`src/rtl/lcd_bus_reader.sv`:
```
// Read-side engine for an HD44780-style LCD bus: single status/data reads with optional busy polling.
// Optional poll limit with oTimeout is built only when LCD_READ_TIMEOUT_EN is defined.
module lcd_bus_reader #(
  parameter int SETUP_CYC  = 2,
  parameter int CLK_DIVIDE = 16,
  parameter int HOLD_CYC   = 2,
  parameter int MAX_POLLS  = 1024
) (
  input  logic       iCLK,
  input  logic       iRST,
  input  logic       iStart,
  input  logic       iRS,
  input  logic       iPoll,
  output logic [7:0] oDATA,
  output logic       oDone,
  output logic       oTimeout,
  output logic       oBUS_READ,
  input  logic [7:0] LCD_DATA_IN,
  output logic       LCD_RW,
  output logic       LCD_EN,
  output logic       LCD_RS
);

  localparam logic [2:0] ST_IDLE    = 3'd0;
  localparam logic [2:0] ST_SETUP   = 3'd1;
  localparam logic [2:0] ST_EN_HIGH = 3'd2;
  localparam logic [2:0] ST_HOLD    = 3'd3;
  localparam logic [2:0] ST_CHECK   = 3'd4;
  localparam logic [2:0] ST_DONE    = 3'd5;

  if (SETUP_CYC < 1 || SETUP_CYC > 255) begin : g_bad_setup
    $error("SETUP_CYC must be 1..255");
  end
  if (CLK_DIVIDE < 1 || CLK_DIVIDE > 255) begin : g_bad_divide
    $error("CLK_DIVIDE must be 1..255");
  end
  if (HOLD_CYC < 1 || HOLD_CYC > 255) begin : g_bad_hold
    $error("HOLD_CYC must be 1..255");
  end
  if (MAX_POLLS < 1) begin : g_bad_polls
    $error("MAX_POLLS must be at least 1");
  end

  logic [2:0] state;
  logic [2:0] next_state;
  logic [7:0] phase;
  logic       start_q;
  logic       armed;
  logic       start;
  logic       rs_l;
  logic       poll_l;
  logic       rs_sel;
  logic       poll_busy;
  logic       timeout_hit;
  logic       on_bus_next;
  logic       sample_now;

  // armed keeps a level held high across reset release from looking like a fresh edge.
  assign start       = iStart & ~start_q & armed;
  assign rs_sel      = (state == ST_IDLE && start) ? iRS : rs_l;
  assign poll_busy   = poll_l & ~rs_l & oDATA[7];
  assign sample_now  = (state == ST_EN_HIGH) && (phase == 8'(CLK_DIVIDE - 1));
  assign on_bus_next = (next_state == ST_SETUP) || (next_state == ST_EN_HIGH) ||
                       (next_state == ST_HOLD)  || (next_state == ST_CHECK);

`ifdef LCD_READ_TIMEOUT_EN
  localparam int PW = $clog2(MAX_POLLS + 1);
  logic [PW-1:0] poll_count;

  assign timeout_hit = poll_busy && (poll_count == PW'(MAX_POLLS));

  always_ff @(posedge iCLK or posedge iRST) begin
    if (iRST) begin
      poll_count <= '0;
      oTimeout   <= 1'b0;
    end else begin
      if (state == ST_IDLE && start)
        poll_count <= '0;
      else if (sample_now && poll_count != PW'(MAX_POLLS))
        poll_count <= poll_count + 1'b1;
      oTimeout <= (state == ST_CHECK) && timeout_hit;
    end
  end
`else
  assign timeout_hit = 1'b0;
  assign oTimeout    = 1'b0;
`endif

  always_comb begin
    next_state = state;
    case (state)
      ST_IDLE:    if (start) next_state = ST_SETUP;
      ST_SETUP:   if (phase == 8'(SETUP_CYC - 1)) next_state = ST_EN_HIGH;
      ST_EN_HIGH: if (phase == 8'(CLK_DIVIDE - 1)) next_state = ST_HOLD;
      ST_HOLD:    if (phase == 8'(HOLD_CYC - 1)) next_state = ST_CHECK;
      ST_CHECK:   next_state = (poll_busy && !timeout_hit) ? ST_SETUP : ST_DONE;
      ST_DONE:    next_state = ST_IDLE;
      default:    next_state = ST_IDLE;
    endcase
  end

  // Pin outputs are registered from next_state so they line up with the state they belong to.
  always_ff @(posedge iCLK or posedge iRST) begin
    if (iRST) begin
      state     <= ST_IDLE;
      phase     <= 8'd0;
      start_q   <= 1'b0;
      armed     <= 1'b0;
      rs_l      <= 1'b0;
      poll_l    <= 1'b0;
      oDATA     <= 8'd0;
      oDone     <= 1'b0;
      oBUS_READ <= 1'b0;
      LCD_RW    <= 1'b0;
      LCD_EN    <= 1'b0;
      LCD_RS    <= 1'b0;
    end else begin
      start_q <= iStart;
      if (!iStart)
        armed <= 1'b1;
      state <= next_state;
      if (next_state != state || state == ST_IDLE)
        phase <= 8'd0;
      else
        phase <= phase + 8'd1;
      if (state == ST_IDLE && start) begin
        rs_l   <= iRS;
        poll_l <= iPoll;
      end
      if (sample_now)
        oDATA <= LCD_DATA_IN;
      oDone     <= (next_state == ST_DONE);
      LCD_EN    <= (next_state == ST_EN_HIGH);
      LCD_RW    <= on_bus_next;
      oBUS_READ <= on_bus_next;
      LCD_RS    <= on_bus_next & rs_sel;
    end
  end

endmodule

```
`config.mk`:
```
export PLATFORM = sky130hd
export DESIGN_NAME = lcd_bus_reader
export DESIGN_NICKNAME = d
export VERILOG_FILES = /design/src/rtl/lcd_bus_reader.sv
export SDC_FILE = /design/constraint.sdc
export NUM_CORES = 1
export LEC_CHECK = 0
export BUFFER_PORTS_ARGS = -buffer_cell sky130_fd_sc_hd__buf_2
export CAP_MARGIN = 20
export CELL_PAD_IN_SITES_DETAIL_PLACEMENT = 0
export CELL_PAD_IN_SITES_GLOBAL_PLACEMENT = 1
export CORE_MARGIN = 2
export CORE_UTILIZATION = 41
export DETAILED_ROUTE_END_ITERATION = 8
export GPL_TIMING_DRIVEN = 1
export PLACE_DENSITY_LB_ADDON = 0.08
export SYNTH_ARGS = -nofsm -noshare
export SYNTH_HDL_FRONTEND = slang
export SYNTH_SLANG_ARGS = --single-unit
export TNS_END_PERCENT = 30
```
`constraint.sdc`:
```
create_clock -name iCLK -period 2.4 [get_ports iCLK]
set_clock_uncertainty 0.15 [all_clocks]
set_input_delay 0.24 -clock iCLK [delete_from_list [all_inputs] [get_ports iCLK]]
set_output_delay 0.24 -clock iCLK [all_outputs]
set_load 0.1 [all_outputs]
```
## After elaboration in Yosys (flattened, before gate mapping)

Index checks and enable logic that the tools add are counted.

- Add/subtract/negate cells: 1
- Multiplexer cells: 8
- Reduce and logical (&&, ||, !) cells: 7
- Bitwise operators: 7
- Equality and inequality tests: 12

Operators by type and width:

| cell | number |
|---|---|
| 2-to-1 mux 3 bit | 5 |
| one-hot mux 3 bit (5 select lines) | 1 |
| equality test 3 x 2 -> 1 bit (second input constant) | 4 |
| equality test 3 bit (second input constant) | 3 |
| adder 8 x 1 -> 8 bit (second input constant) | 1 |
| equality test 8 x 1 -> 1 bit (second input constant) | 1 |
| equality test 8 x 4 -> 1 bit (second input constant) | 1 |
| 2-to-1 mux 8 bit | 1 |
| equality test 3 x 1 -> 1 bit (second input constant) | 2 |
| bitwise AND 1 bit | 5 |
| logical OR 1 bit | 4 |
| zero test 3 bit | 1 |
| inequality test 3 bit | 1 |
| logical AND 1 bit | 2 |
| NOT 1 bit | 2 |
| 2-to-1 mux 1 bit | 1 |

- Output and inout port bits: 14
- Bits of input ports: 13
- Logic and storage cells: 46
- Flip-flop bits (word level): 27

## Logic depth before layout (Yosys ltp)

- Depth in word-level cells: 10
- Mapped depth: 5
- Depth with buffers taken out: 5

## Worst setup path after synthesis

Ideal clock, no wire load.

- Path kind: register to register
- Start point: register phase[4]
- End point: register oDATA[7]
- Setup time: 126 ps
- Data arrival time: 1498 ps
- Slack: 627 ps
- Path buffers: 1
- Stages on the path, launching flop included: 6
- Cells stage by stage: dfrtp_1 -> nor4_4 -> nand4_2 -> nand2b_4 -> buf_6 -> mux2_4

- Longest elaborated chain between the ends: 2

Ends and longest elaborated chain:

| element | RTL line | source |
|---|---|---|
| start: declaration | 46 | `logic [7:0] phase;` |
| start signal: assignment | 125 | `phase <= phase + 8'd1;` |
| equality test 8 x 4 -> 1 bit | 62 | `assign sample_now = (state == ST_EN_HIGH) && (phase == 8'(CLK_DIVIDE - 1));` |
| logical AND 1 bit | 62 |  |
| end signal: assignment | 111 | `oDATA <= 8'd0;` |
| end signal: assignment | 131 | `oDATA <= LCD_DATA_IN;` |
| end: declaration | 14 | `output logic [7:0] oDATA,` |

Every way passes these cells.
A chain may end at the register's enable or synchronous reset.

## Worst setup path in the final report

- Start point: register phase[4]
- End point: register oDATA[3]

Same word-level chain as after synthesis.

==> impl_metrics.toml <==
[synth]
post_synth.cell_area_avg_um2 = 12.5
part_of_the_yosys_area_used_for_sequential_elements_pct = 55.3
mappedNetlistNets = 113
synthMostInstantiatedCell = "sky130_fd_sc_hd__dfrtp_1"
synth-main-ff-cell = "sky130_fd_sc_hd__dfrtp_1"
synth_edf_count = 0
synth.top_cells.by_count = "sky130_fd_sc_hd__dfrtp_1, sky130_fd_sc_hd__nor2_1, sky130_fd_sc_hd__mux2_4"
synth_largest_type_area_fraction_pct = 55.3
synth.top_cells.by_area = "sky130_fd_sc_hd__dfrtp_1, sky130_fd_sc_hd__mux2_4, sky130_fd_sc_hd__nor2_1, sky130_fd_sc_hd__xnor2_1, sky130_fd_sc_hd__xor2_1"
synth_seq_cells = 27
post_synth_inst_count = 98
synth.yosys.warnings = 0
syn-cell-area_mm2 = 0.00122
synth_area_leader_cell = "sky130_fd_sc_hd__dfrtp_1"
async_flop_share_pct = 100
yosys.cell_types.count = 31

[timing]
holdWs_ns = 0.324
setup_tns_ns = 0
finalCritPeriodShare_pct = 78.1
rsz0062_at_grt = "false"
fin_ws_ns = 0.525
setup_viol = 0
timing.final.max_slew_violations = 0
report.final.hold_viol_count = 0
fin_crit_ns = 1.88
max_freq_mhz = 533

[worst_setup_path]
cpMaxStageDelayCell = "sky130_fd_sc_hd__dfrtp_1"
critical_path.startpoint_type = "flop"
worstPathCellList = "nor4_4 -> nand4_2 -> nand2b_4 -> mux2_4"
critical_setup_path_class = "reg2reg"
slowest_delay_ns = 0.48
worst-endpoint-arrival_ns = 1.94
worst-endpoint-required_ns = 2.47
r2r_start = "phase[4]"
worstSetupStartpoint = "phase[4]"
cp_max_fo = 9
timing.critical_path.to_type = "flop"

[global_routing]
groute.usage.overall_pct = 13.8
grt_start_max_net_pins = 28
grt_remaining_overflow = 0
antenna_found_initial = 0
wire_length_of_the_first_global_routing_pass_um = 3640
first_global_vias = 824

[pwr]
leakage_nw = 0.755
vdd_drop_max_v = 0.000842
powerDensity_mw_per_mm2 = 975

[run_status]
run_status = "finished clean"

[floorplanning]
fp.dieH_um = 58.6
pin_count = 27
floorplan.die.width_um = 58.6
floorplan.rows = 19
die_area_mm2 = 0.00343
initial_core_util_pct = 43.9
core_mm2 = 0.00278

[clock_network]
cts_tree = "done"
cts_inserted_buffers = 3
cts_setup_buffers = 0
clkSinkCount = 27
cts-htree-levels = 1
clk-insertion-delay-late_ns = 0.32
clockRootBuffer = "sky130_fd_sc_hd__clkbuf_4"
path_clk_slew_ns = 0.15
cts-root-to-sink-buffers = 2

[cells_and_area]
area.growth.synth_to_final_pct = 23.7
proportion_of_layout_cells_with_a_drive_suffix_above_1_pct = 32.4
antenna_cells_inserted = 0
num-nets-final = 152
finish.instance_area_mm2 = 0.00151
filler_cell_count = 236

[worst_hold_path]
timing.hold.worst.class = "reg2reg"
hold_path.startpoint = "armed"

[run]
cap_violations = 0

[detailed_routing]
wire_per_inst_um = 13.0
drt_first_pass_iters = 2
drc_errors = 0
antenna_violating_nets_post_route = 0
vias_per_cell = 4.92
detailedRoute.firstIterationViolations = 20
routed_wirelength_um = 2170
vias_after_detailed_routing = 821

[placement]
placement.io_buffers = 25
preCtsSetupSlack_ns = 0.555
final_estimated_routing_congestion_in_global_placement = 0.715
hpwl_um = 1500
area_after_detailed_placement_mm2 = 0.00136
routing by layer:
layer	vias to the layer above	part of all wire [%]	track usage [%]
met5	-	0	0
met4	0	0.69	4.87
met3	2	2.8	1.98
met2	14	48	23.1
met1	397	49	18.4
li1	408	-	-
registers in the layout (all words and copies together) (netlist names):
name / flops
oDATA: 8
phase: 8
state: 3
LCD_EN: 1
LCD_RS: 1
LCD_RW: 1
armed: 1
oDone: 1
poll_l: 1
rs_l: 1
start_q: 1
what timing repair did:
action                                 in CTS  in global routing
endpoints found under the hold margin      39                  0
hold buffers                               12                  0
gates resized for setup                     0                  0
stage by stage:
| stage | std cells | total power, mW | utilization [%] |
|---|---|---|---|
| after CTS | 167 | 1.49 | 54.3 |
| after global placement | 151 | 1.27 | 49.0 |
| after global routing | 167 | 1.56 | 54.3 |
| final | 167 | 1.47 | 54.3 |
| after detailed placement | 151 | 1.27 | 49.0 |
| after floorplan | 98 | 1.17 | - |
worst max-delay path: cells and delay by family, from the launching register on:
kind,cells,cell delay [ns]
and+or+nand+nor,3,0.82
muxes,1,0.32
DFF,1,0.48
kinds of logic (layout without fill, tap and decap cells):
kind of cell    after synthesis  after routing  share of synthesized area (%)
other cells                   1              1                          0.307
compound gates                5              5                           2.46
xor+xnor                      7              7                           5.02
simple gates                 40             40                           20.1
mux                          10             10                           11.7
fa+ha+maj                     2              2                           2.05
buf+inv                       6             44                           3.07
flops                        27             27                           55.3
report_power, final:
group          switching (mW)  internal, mW
Combinational           0.472         0.168
Sequential             0.0909         0.547
Clock                   0.131        0.0624
Total                   0.694         0.778
layout make-up:
cell class,count,area [um^2],area share (%)
Sequential cell,27,676,44.7
Multi-Input combinational cell,65,508,33.6
Timing Repair Buffer,38,253,16.7
Tap cell,31,38.8,2.57
Clock buffer,3,22.5,1.49
Inverter,2,7.51,0.497
Clock inverter,1,5.00,0.331
cells in the final DEF, fill, tap and decap left out, types with 3 or more instances in the layout:
cell / synthesis / routed
sky130_fd_sc_hd__and3_1: 4 / 4
sky130_fd_sc_hd__dlygate4sd3_1: 0 / 12
sky130_fd_sc_hd__nor3_1: 3 / 3
sky130_fd_sc_hd__nand3b_1: 3 / 3
sky130_fd_sc_hd__mux2_4: 8 / 8
sky130_fd_sc_hd__clkbuf_4: 0 / 3
sky130_fd_sc_hd__xnor2_1: 4 / 4
sky130_fd_sc_hd__buf_2: 0 / 25
sky130_fd_sc_hd__dfrtp_1: 27 / 27
sky130_fd_sc_hd__nor2_1: 11 / 11
sky130_fd_sc_hd__xor2_1: 3 / 3
sky130_fd_sc_hd__nand2b_1: 3 / 3
sky130_fd_sc_hd__nand3_1: 5 / 5
worst paths after layout:
path                       endpoint  slack (ns)  depth (start not counted)
min reg2reg                   armed        0.32                          1
min                           armed        0.32                          1
max reg2reg                oDATA[3]        0.52                          4
max                        oDATA[3]        0.52                          4
min in group asynchronous  oDATA[6]        0.36                          4
max in group asynchronous     oDone        1.48                          4
Power figures use the tool's default switching activity.
